### config.mk
export PLATFORM = sky130hd
export DESIGN_NAME = mac_sequencer_flat
export DESIGN_NICKNAME = d
export VERILOG_FILES = /design/src/rtl/mac_sequencer_if.sv /design/src/rtl/mac_sequencer.sv /design/src/flat_wrapper.sv
export SDC_FILE = /design/constraint.sdc
export NUM_CORES = 1
export LEC_CHECK = 0
export BUFFER_PORTS_ARGS = -buffer_cell sky130_fd_sc_hd__buf_2
export CAP_MARGIN = 0
export CORE_MARGIN = 8
export CORE_UTILIZATION = 25
export DETAILED_ROUTE_END_ITERATION = 6
export PLACE_DENSITY_LB_ADDON = 0.05
export SLEW_MARGIN = 20
export SYNTH_ARGS = -nofsm -noshare
export SYNTH_HDL_FRONTEND = slang
export SYNTH_SLANG_ARGS = --single-unit
### constraint.sdc
create_clock -name clk -period 10.5 [get_ports clk]
set_input_delay 0.525 -clock clk [delete_from_list [all_inputs] [get_ports clk]]
set_output_delay 0.525 -clock clk [all_outputs]
set_load 0.05 [all_outputs]
### src/rtl/mac_sequencer_if.sv
// Operand-entry and result bus between the switch/key front end and mac_sequencer.
// The master drives operands and clear; the slave (sequencer) drives status and result.
interface mac_sequencer_if #(
    parameter int WIDTH = 8
) ();
    logic                 clear;
    logic                 in_valid;
    logic [WIDTH-1:0]     in_data;
    logic                 in_ready;
    logic                 busy;
    logic                 done;
    logic [2*WIDTH-1:0]   result;
    logic                 overflow;

    modport master (
        output clear, in_valid, in_data,
        input  in_ready, busy, done, result, overflow
    );

    modport slave (
        input  clear, in_valid, in_data,
        output in_ready, busy, done, result, overflow
    );
endinterface

### src/rtl/mac_sequencer.sv
// Sum-of-products sequencer: one shift-add multiplier time-shared over NPAIRS operand pairs.
// Optional build macro MAC_SEQUENCER_SATURATE_EN clamps the result to all ones on carry-out.
module mac_sequencer #(
    parameter int WIDTH  = 8,
    parameter int NPAIRS = 2
) (
    input  logic            clk,
    input  logic            reset,
    mac_sequencer_if.slave  bus
);
    localparam int RW = 2 * WIDTH;
    localparam int PW = (NPAIRS > 1) ? $clog2(NPAIRS) : 1;
    localparam int CW = PW + 1;
    localparam int BW = (WIDTH > 1) ? $clog2(WIDTH) : 1;

    typedef enum logic [1:0] {LOAD, MUL, ACC, DONE} state_t;

    state_t             state;
    logic [CW-1:0]      count;
    logic [PW-1:0]      pair;
    logic [BW-1:0]      bitcnt;
    logic [RW-1:0]      product;
    logic [RW-1:0]      acc;
    logic               carry;
    logic [WIDTH-1:0]   xs [NPAIRS];
    logic [WIDTH-1:0]   ys [NPAIRS];

    logic [WIDTH-1:0]   xop;
    logic [WIDTH-1:0]   yop;
    logic [RW-1:0]      addend;
    logic [RW:0]        acc_sum;

    assign xop     = xs[pair];
    assign yop     = ys[pair];
    assign addend  = yop[bitcnt] ? ({{WIDTH{1'b0}}, xop} << bitcnt) : '0;
    assign acc_sum = {1'b0, acc} + {1'b0, product};

    always_ff @(posedge clk or negedge reset) begin
        if (!reset) begin
            state        <= LOAD;
            count        <= '0;
            pair         <= '0;
            bitcnt       <= '0;
            product      <= '0;
            acc          <= '0;
            carry        <= 1'b0;
            xs           <= '{default: '0};
            ys           <= '{default: '0};
            bus.in_ready <= 1'b1;
            bus.busy     <= 1'b0;
            bus.done     <= 1'b0;
            bus.result   <= '0;
            bus.overflow <= 1'b0;
        end else if (bus.clear) begin
            state        <= LOAD;
            count        <= '0;
            pair         <= '0;
            bitcnt       <= '0;
            product      <= '0;
            acc          <= '0;
            carry        <= 1'b0;
            bus.in_ready <= 1'b1;
            bus.busy     <= 1'b0;
            bus.done     <= 1'b0;
            bus.result   <= '0;
            bus.overflow <= 1'b0;
        end else begin
            bus.done <= 1'b0;
            case (state)
                LOAD: begin
                    if (bus.in_valid) begin
                        // Slot layout x0,y0,x1,y1...: count[0] picks x/y, upper bits pick the pair.
                        if (count[0])
                            ys[count[CW-1:1]] <= bus.in_data;
                        else
                            xs[count[CW-1:1]] <= bus.in_data;
                        if (count == CW'(2 * NPAIRS - 1)) begin
                            count        <= '0;
                            pair         <= '0;
                            bitcnt       <= '0;
                            product      <= '0;
                            acc          <= '0;
                            carry        <= 1'b0;
                            bus.in_ready <= 1'b0;
                            bus.busy     <= 1'b1;
                            state        <= MUL;
                        end else begin
                            count <= count + 1'b1;
                        end
                    end
                end
                MUL: begin
                    product <= product + addend;
                    if (bitcnt == BW'(WIDTH - 1))
                        state <= ACC;
                    else
                        bitcnt <= bitcnt + 1'b1;
                end
                ACC: begin
                    acc   <= acc_sum[RW-1:0];
                    carry <= carry | acc_sum[RW];
                    if (pair == PW'(NPAIRS - 1)) begin
                        bus.busy <= 1'b0;
                        state    <= DONE;
                    end else begin
                        pair    <= pair + 1'b1;
                        bitcnt  <= '0;
                        product <= '0;
                        state   <= MUL;
                    end
                end
                DONE: begin
                    bus.done     <= 1'b1;
                    bus.overflow <= carry;
`ifdef MAC_SEQUENCER_SATURATE_EN
                    bus.result   <= carry ? '1 : acc;
`else
                    bus.result   <= acc;
`endif
                    bus.in_ready <= 1'b1;
                    state        <= LOAD;
                end
                default: state <= LOAD;
            endcase
        end
    end
endmodule

### src/flat_wrapper.sv
// flat-port wrapper written by rule: the top's interface ports become plain ports
module mac_sequencer_flat 
#(
    parameter int WIDTH  = 8,
    parameter int NPAIRS = 2
)
  (clk, reset, bus_clear, bus_in_valid, bus_in_data, bus_in_ready, bus_busy, bus_done, bus_result, bus_overflow);
  mac_sequencer_if #(.WIDTH(WIDTH)) bus_i ();
  input  logic clk;
  input  logic reset;
  input wire logic [$bits(bus_i.clear)-1:0] bus_clear;
  input wire logic [$bits(bus_i.in_valid)-1:0] bus_in_valid;
  input wire logic [$bits(bus_i.in_data)-1:0] bus_in_data;
  output wire logic [$bits(bus_i.in_ready)-1:0] bus_in_ready;
  output wire logic [$bits(bus_i.busy)-1:0] bus_busy;
  output wire logic [$bits(bus_i.done)-1:0] bus_done;
  output wire logic [$bits(bus_i.result)-1:0] bus_result;
  output wire logic [$bits(bus_i.overflow)-1:0] bus_overflow;
  assign bus_i.clear = bus_clear;
  assign bus_i.in_valid = bus_in_valid;
  assign bus_i.in_data = bus_in_data;
  assign bus_in_ready = bus_i.in_ready;
  assign bus_busy = bus_i.busy;
  assign bus_done = bus_i.done;
  assign bus_result = bus_i.result;
  assign bus_overflow = bus_i.overflow;
  mac_sequencer #(.WIDTH(WIDTH), .NPAIRS(NPAIRS)) u_core (.clk(clk), .reset(reset), .bus(bus_i));
endmodule
==> results.sh, run 1 <==
export IMPL_outcome="finished, final reports clean"
export IMPL_grt_pass1_vias=4614
export IMPL_ys_seq_elements=93
export IMPL_worst_slew_pin_slew_ns=0.8611
export IMPL_slew_headroom_pct=42.38
export IMPL_rows=56
export IMPL_synth_cells=589
export IMPL_crit_required_ns=10.74
export IMPL_fin_crit_sh_pct=38.36
export IMPL_rsz0062_at_grt="false"
export IMPL_synth_distinct_cells=55
export IMPL_rrSetupSlack_ns=6.47
export IMPL_synthToLayoutAreaGrowth_pct=13.39
export IMPL_finalPower_mw=1.077
export IMPL_hp_class="in2async"
export IMPL_synth_most_common_cell="dfrtp_1"
export IMPL_p_leak_nw=2.907
export IMPL_place_hpwl_mm=11.46
export IMPL_yosysSeqAreaShare_pct=39.99
export IMPL_whs_ns=0.1221
export IMPL_syn_avg_cell_area_um2=9.886
export IMPL_final_hold_violation_count=0
export IMPL_synth_top_cells_by_count="dfrtp_1 (92), nand2_1 (73), nor2_1 (59), ha_1 (39), a21oi_1 (36)"
export IMPL_crit_type="reg2reg"
export IMPL_dr_pass1_iters=4
export IMPL_vias=4421
export IMPL_final_layout_size_suffix_gt1_share_pct=17.67
export IMPL_n_antenna_cell=0
export IMPL_worst_slack_ns=6.473
export IMPL_finish_net_count=665
export IMPL_wl_per_cell_um=16.16
export IMPL_cp_max_fo=15
export IMPL_cts_resized=0
export IMPL_drtIter0Drc=201
export IMPL_cts_sinks=93
export IMPL_die_area_um2=28430
export IMPL_drc=0
export IMPL_grt_pass1_wl_mm=25.13
export IMPL_ys_warnings_count=0
export IMPL_clk_latency_ns=0.35
export IMPL_numCtsBuffers=9
export IMPL_start_kind="flop"
export IMPL_io_buffers=31
export IMPL_postCtsSetupRepairBufs=0
export IMPL_tns_ns=0
export IMPL_maxCapViolations=0
export IMPL_timing_rr_start="u_core.pair"
export IMPL_dpl_instance_area_um2=6322
export IMPL_track_usage_pct=11.05
export IMPL_seqCellArea_um2=2328
export IMPL_postRouteAntennaNets=0
export IMPL_clockRootBuffer="clkbuf_16"
export IMPL_place_congestion=0.7895
export IMPL_synth_edff_count=0
export IMPL_async_flop_share_pct=100.0
export IMPL_synthTopCellsByArea="dfrtp_1 (40%), ha_1 (8.4%), mux2_2 (6.6%), nand2_1 (4.7%), mux4_2 (4.6%)"
export IMPL_dieWidth_um=168.6
export IMPL_antenna_found_initial=0
export IMPL_grt_max_degree=60
export IMPL_worst_clock_skew_ns=0.01006
export IMPL_dpl_worst_slack_ns=6.399
export IMPL_reg2regPathDepth=10
export IMPL_finalWirelength_mm=15.13
export IMPL_crit_start="u_core.pair"
export IMPL_final_max_slew_viol_count=0
export IMPL_start_util_pct=25.11
export IMPL_synth_top_flop_cell="dfrtp_1"
export IMPL_pwr_density_cell_nw_per_um2=163.2
export IMPL_syn_num_nets=642
export IMPL_fp_coreArea_um2=23190
export IMPL_vdd_drop_max_mv=0.06807
export IMPL_ios=32
export IMPL_min_period_ns=4.027
export IMPL_cts_tree="done"
export IMPL_fmax_mhz=248.3
export IMPL_overflow=0
export IMPL_vias_per_cell=4.723
export IMPL_die_h_um=168.6
export IMPL_synth_top_area_cell="dfrtp_1"
export IMPL_cts_max_level=3
export IMPL_synth_top_area_share_pct=39.54
export IMPL_setup_viol=0
export IMPL_r2r_end="u_core.product[13]"
export IMPL_fillCellCount=2478
export IMPL_cts_max_path_buffers=2
export IMPL_clk_pin_slew_ns=0.07
export IMPL_hold_buffers=0
export IMPL_multi_input_area_um2=3339
export IMPL_critPathArrivalTime_ns=4.27
export IMPL_fin_area_um2=6603
export IMPL_synth_area_um2=5823
export IMPL_end_kind="flop"
worst max-delay path by stage:
| stage | endpoint | slack [ns] | cells after the start |
|---|---|---|---|
| 3_3_place_gp | u_core.product[13] | 6.56 | 10 |
| 3_5_place_dp | u_core.product[13] | 6.40 | 10 |
| 4_1_cts | u_core.product[13] | 6.39 | 10 |
| 6_report | u_core.product[13] | 6.47 | 10 |
| 5_1_grt | u_core.product[13] | 6.08 | 12 |
| 2_1_floorplan | u_core.product[13] | 7.12 | 12 |
layer usage:
layer | track usage [%] | routed length (um) | share of wire (%) | vias up
met5 | 0 | 0 | 0 | -
met4 | 2.911 | 153 | 1.0 | 0
met3 | 2.236 | 316 | 2.1 | 8
met2 | 18.00 | 7140 | 47 | 37
met1 | 14.70 | 7516 | 50 | 2191
li1 | - | - | - | 2185
registers in the layout (all words and copies together), names as in the netlist:
register and count:
u_core.acc 16, u_core.bus.result 16, u_core.product 16, u_core.xs 16, u_core.ys 16, u_core.bitcnt 3
u_core.count 2, u_core.state 2, u_core.bus.busy 1, u_core.bus.done 1, u_core.bus.in_ready 1, u_core.bus.overflow 1
u_core.carry 1, u_core.pair 1
power by group:
group,leakage (nW),switching [mW],internal [mW]
combinational,1.52,0.151,0.140
clock,0.140,0.156,0.166
sequential,1.25,0.0462,0.418
layout by cell type, fill, tap and decap left out, types with 5 or more instances in the layout:
cell type and n:
xor2_1 11, mux2_2 34, nand2b_1 7, a21oi_1 36
o21ai_0 29, ha_1 39, nand2_1 73, nor2_1 59
o31ai_1 8, a211oi_1 9, nand4_1 5, buf_4 8
inv_1 11, o41ai_1 5, o21a_1 5, mux2i_1 19
xnor2_1 7, dfrtp_1 92, nor2b_1 11, a22o_1 9
nand3_1 14, a21o_1 5, mux4_2 12, nor3_1 11
clkbuf_16 9, buf_2 30
stage by stage:
step | instances | utilization, %
6_report | 936 | 28.47
5_1_grt | 936 | 28.47
4_1_cts | 936 | 28.47
3_5_place_dp | 920 | 27.26
3_3_place_gp | 920 | 27.26
2_1_floorplan | 589 | -
cell families (layout without fill, tap and decap cells):
logic type,count (synthesis),in the layout,synth area share [%]
simple gates,197,197,15.28
compound gates,137,137,15.77
flops,93,93,39.99
mux,65,65,14.48
fa+ha+maj,41,41,9.068
buf+inv,38,66,2.707
xor+xnor,18,18,2.707
worst max-delay path, stage by stage, from the launching register on:
cell and delay, ns:
dfrtp_1 0.87, mux4_2 0.65, mux4_2 0.49, nor2b_1 0.15, ha_1 0.37, nand3_1 0.15
nor4_1 0.46, nor3_1 0.18, o31ai_1 0.28, xor2_1 0.10, a22o_1 0.20
layout make-up:
class                   count  share of cell area, %
multi-input cells         458                  50.58
flip-flops and latches     93                  35.27
well taps                 319                  6.045
clock buffers              10                  3.468
repair buffers             38                  3.184
clock inverters             6                 0.7770
inverters                  12                 0.6822
No activity file was read; power rests on OpenSTA's default activity.
==> run 2: changes to the inputs <==
clock period = 4 ns   (was 10.5 ns; I/O delays follow)
==> results.sh, run 2 (same netlist as run 1, synthesis figures left out) <==
export IMPL_min_period_ns=3.539
export IMPL_n_antenna_cell=0
export IMPL_cp_slowest_stage_delay_ns=0.56
export IMPL_clockRootBuffer="clkbuf_16"
export IMPL_path_cells="buf_12 > mux4_2 > mux4_2 > nor2b_1 > ha_1 > nand3_1 > nor4_2 > nor3_1 > o31ai_1 > xor2_1 > a22o_1"
export IMPL_drtIter0Drc=227
export IMPL_postRouteAntennaNets=0
export IMPL_end_kind="flop"
export IMPL_fmax_mhz=282.6
export IMPL_dieWidth_um=168.6
export IMPL_worst_path_max_delay_cell="mux4_2"
export IMPL_final_layout_size_suffix_gt1_share_pct=18.62
export IMPL_start_util_pct=25.11
export IMPL_min_to="u_core.xs[9]"
export IMPL_drc=0
export IMPL_die_h_um=168.6
export IMPL_fillCellCount=2470
export IMPL_setup_viol=0
export IMPL_worst_clock_skew_ns=0.008802
export IMPL_start_kind="flop"
export IMPL_clk_pin_slew_ns=0.07
export IMPL_critPathArrivalTime_ns=3.78
export IMPL_final_util_pct=28.80
export IMPL_p_leak_nw=2.948
export IMPL_crit_top_cell="mux4_2"
export IMPL_seqCellArea_um2=2328
export IMPL_grt_pass1_vias=4548
export IMPL_r2r_end="u_core.product[13]"
export IMPL_fin_area_um2=6679
export IMPL_finish_net_count=671
export IMPL_final_max_slew_viol_count=0
export IMPL_cts_max_level=3
export IMPL_cts_tree="done"
export IMPL_rows=56
export IMPL_ios=32
export IMPL_numCtsBuffers=9
export IMPL_final_hold_violation_count=0
export IMPL_worst_path_buf_inv=1
export IMPL_tns_ns=0
export IMPL_critPathTopFamily="multiplexers"
export IMPL_timing_rr_start="u_core.pair"
export IMPL_worst_slew_pin_slew_ns=0.9957
export IMPL_track_usage_pct=11.10
export IMPL_reg2regPathDepth=11
export IMPL_layout_common_cells="dfrtp_1 (92), nand2_1 (73), nor2_1 (59)"
export IMPL_cts_sinks=93
export IMPL_vias=4445
export IMPL_die_area_um2=28430
export IMPL_final_common_cell="dfrtp_1"
export IMPL_cp_max_fo=13
export IMPL_dpl_instance_area_um2=6372
export IMPL_postCtsSetupRepairBufs=0
export IMPL_hp_class="in2reg"
export IMPL_slew_headroom_pct=33.62
export IMPL_multi_input_area_um2=3346
export IMPL_rsz0062_at_grt="false"
export IMPL_place_congestion=0.7791
export IMPL_pwr_density_cell_nw_per_um2=427.3
export IMPL_vdd_drop_max_mv=0.1735
export IMPL_fp_coreArea_um2=23190
export IMPL_antenna_found_initial=0
export IMPL_clk_latency_ns=0.35
export IMPL_rrSetupSlack_ns=0.46
export IMPL_crit_required_ns=4.24
export IMPL_dr_pass1_iters=5
export IMPL_overflow=0
export IMPL_maxCapViolations=0
export IMPL_synthToLayoutAreaGrowth_pct=14.70
export IMPL_grt_pass1_wl_mm=25.04
export IMPL_outcome="finished, final reports clean"
export IMPL_fin_crit_sh_pct=88.46
export IMPL_finalWirelength_mm=15.33
export IMPL_wl_per_cell_um=16.27
export IMPL_grt_max_degree=57
export IMPL_hold_path_startpoint="bus_in_data[1]"
export IMPL_whs_path_depth=2
export IMPL_place_hpwl_mm=11.77
export IMPL_io_buffers=31
export IMPL_crit_type="reg2reg"
export IMPL_cts_max_path_buffers=2
export IMPL_vias_per_cell=4.719
run 2: cell types whose count changed in the layout (fill, tap and decap cells not counted), sizes merged:
cell and delta:
buf +5, dlygate4sd3 +1
run 2: timing repair:
item	4_1_cts	5_1_grt
endpoints found under the hold margin	54	0
setup endpoints to repair	0	1
hold buffers	1	0
resized for setup	0	1
run 2: where the power goes:
group | total (mW) | internal [mW] | switching, mW
logic | 0.767 | 0.368 | 0.399
registers | 1.22 | 1.10 | 0.125
clock network | 0.863 | 0.452 | 0.412
run 2: cell type report:
| type | count | area share (%) |
|---|---|---|
| multi-input cells | 458 | 50.09 |
| flip-flops and latches | 93 | 34.86 |
| well taps | 319 | 5.976 |
| repair buffers | 44 | 4.046 |
| clock buffers | 10 | 3.578 |
| clock inverters | 6 | 0.7681 |
| inverters | 12 | 0.6744 |
run 2: through the flow:
step                      instances  setup WS [ns]  power (mW)  hold slack (ns)
after detailed placement        925         0.3331       2.024           0.3306
after global routing            942         0.1632       3.058           0.1094
after global placement          925         0.4147       2.016           0.3334
after CTS                       942         0.3127       2.921           0.1024
final                           942         0.4614       2.854           0.1198
after floorplan                 589         0.6171       1.791         -0.09559
run 2: layer usage:
layer	global-route usage, %	vias to the layer above	share of wire, %
met3	2.190	11	2.5
met1	14.81	2188	49
met4	3.144	0	1.1
li1	-	2196	-
met2	17.95	50	47
met5	0	-	0
run 2: worst max-delay path by stage:
stage | cells past startpoint | end | start
final | 11 | u_core.product[13] | u_core.pair
after global routing | 13 | u_core.product[15] | u_core.pair
after CTS | 11 | u_core.product[13] | u_core.pair
after detailed placement | 11 | u_core.product[13] | u_core.pair
after global placement | 11 | u_core.product[13] | u_core.pair
after floorplan | 12 | u_core.product[13] | u_core.pair
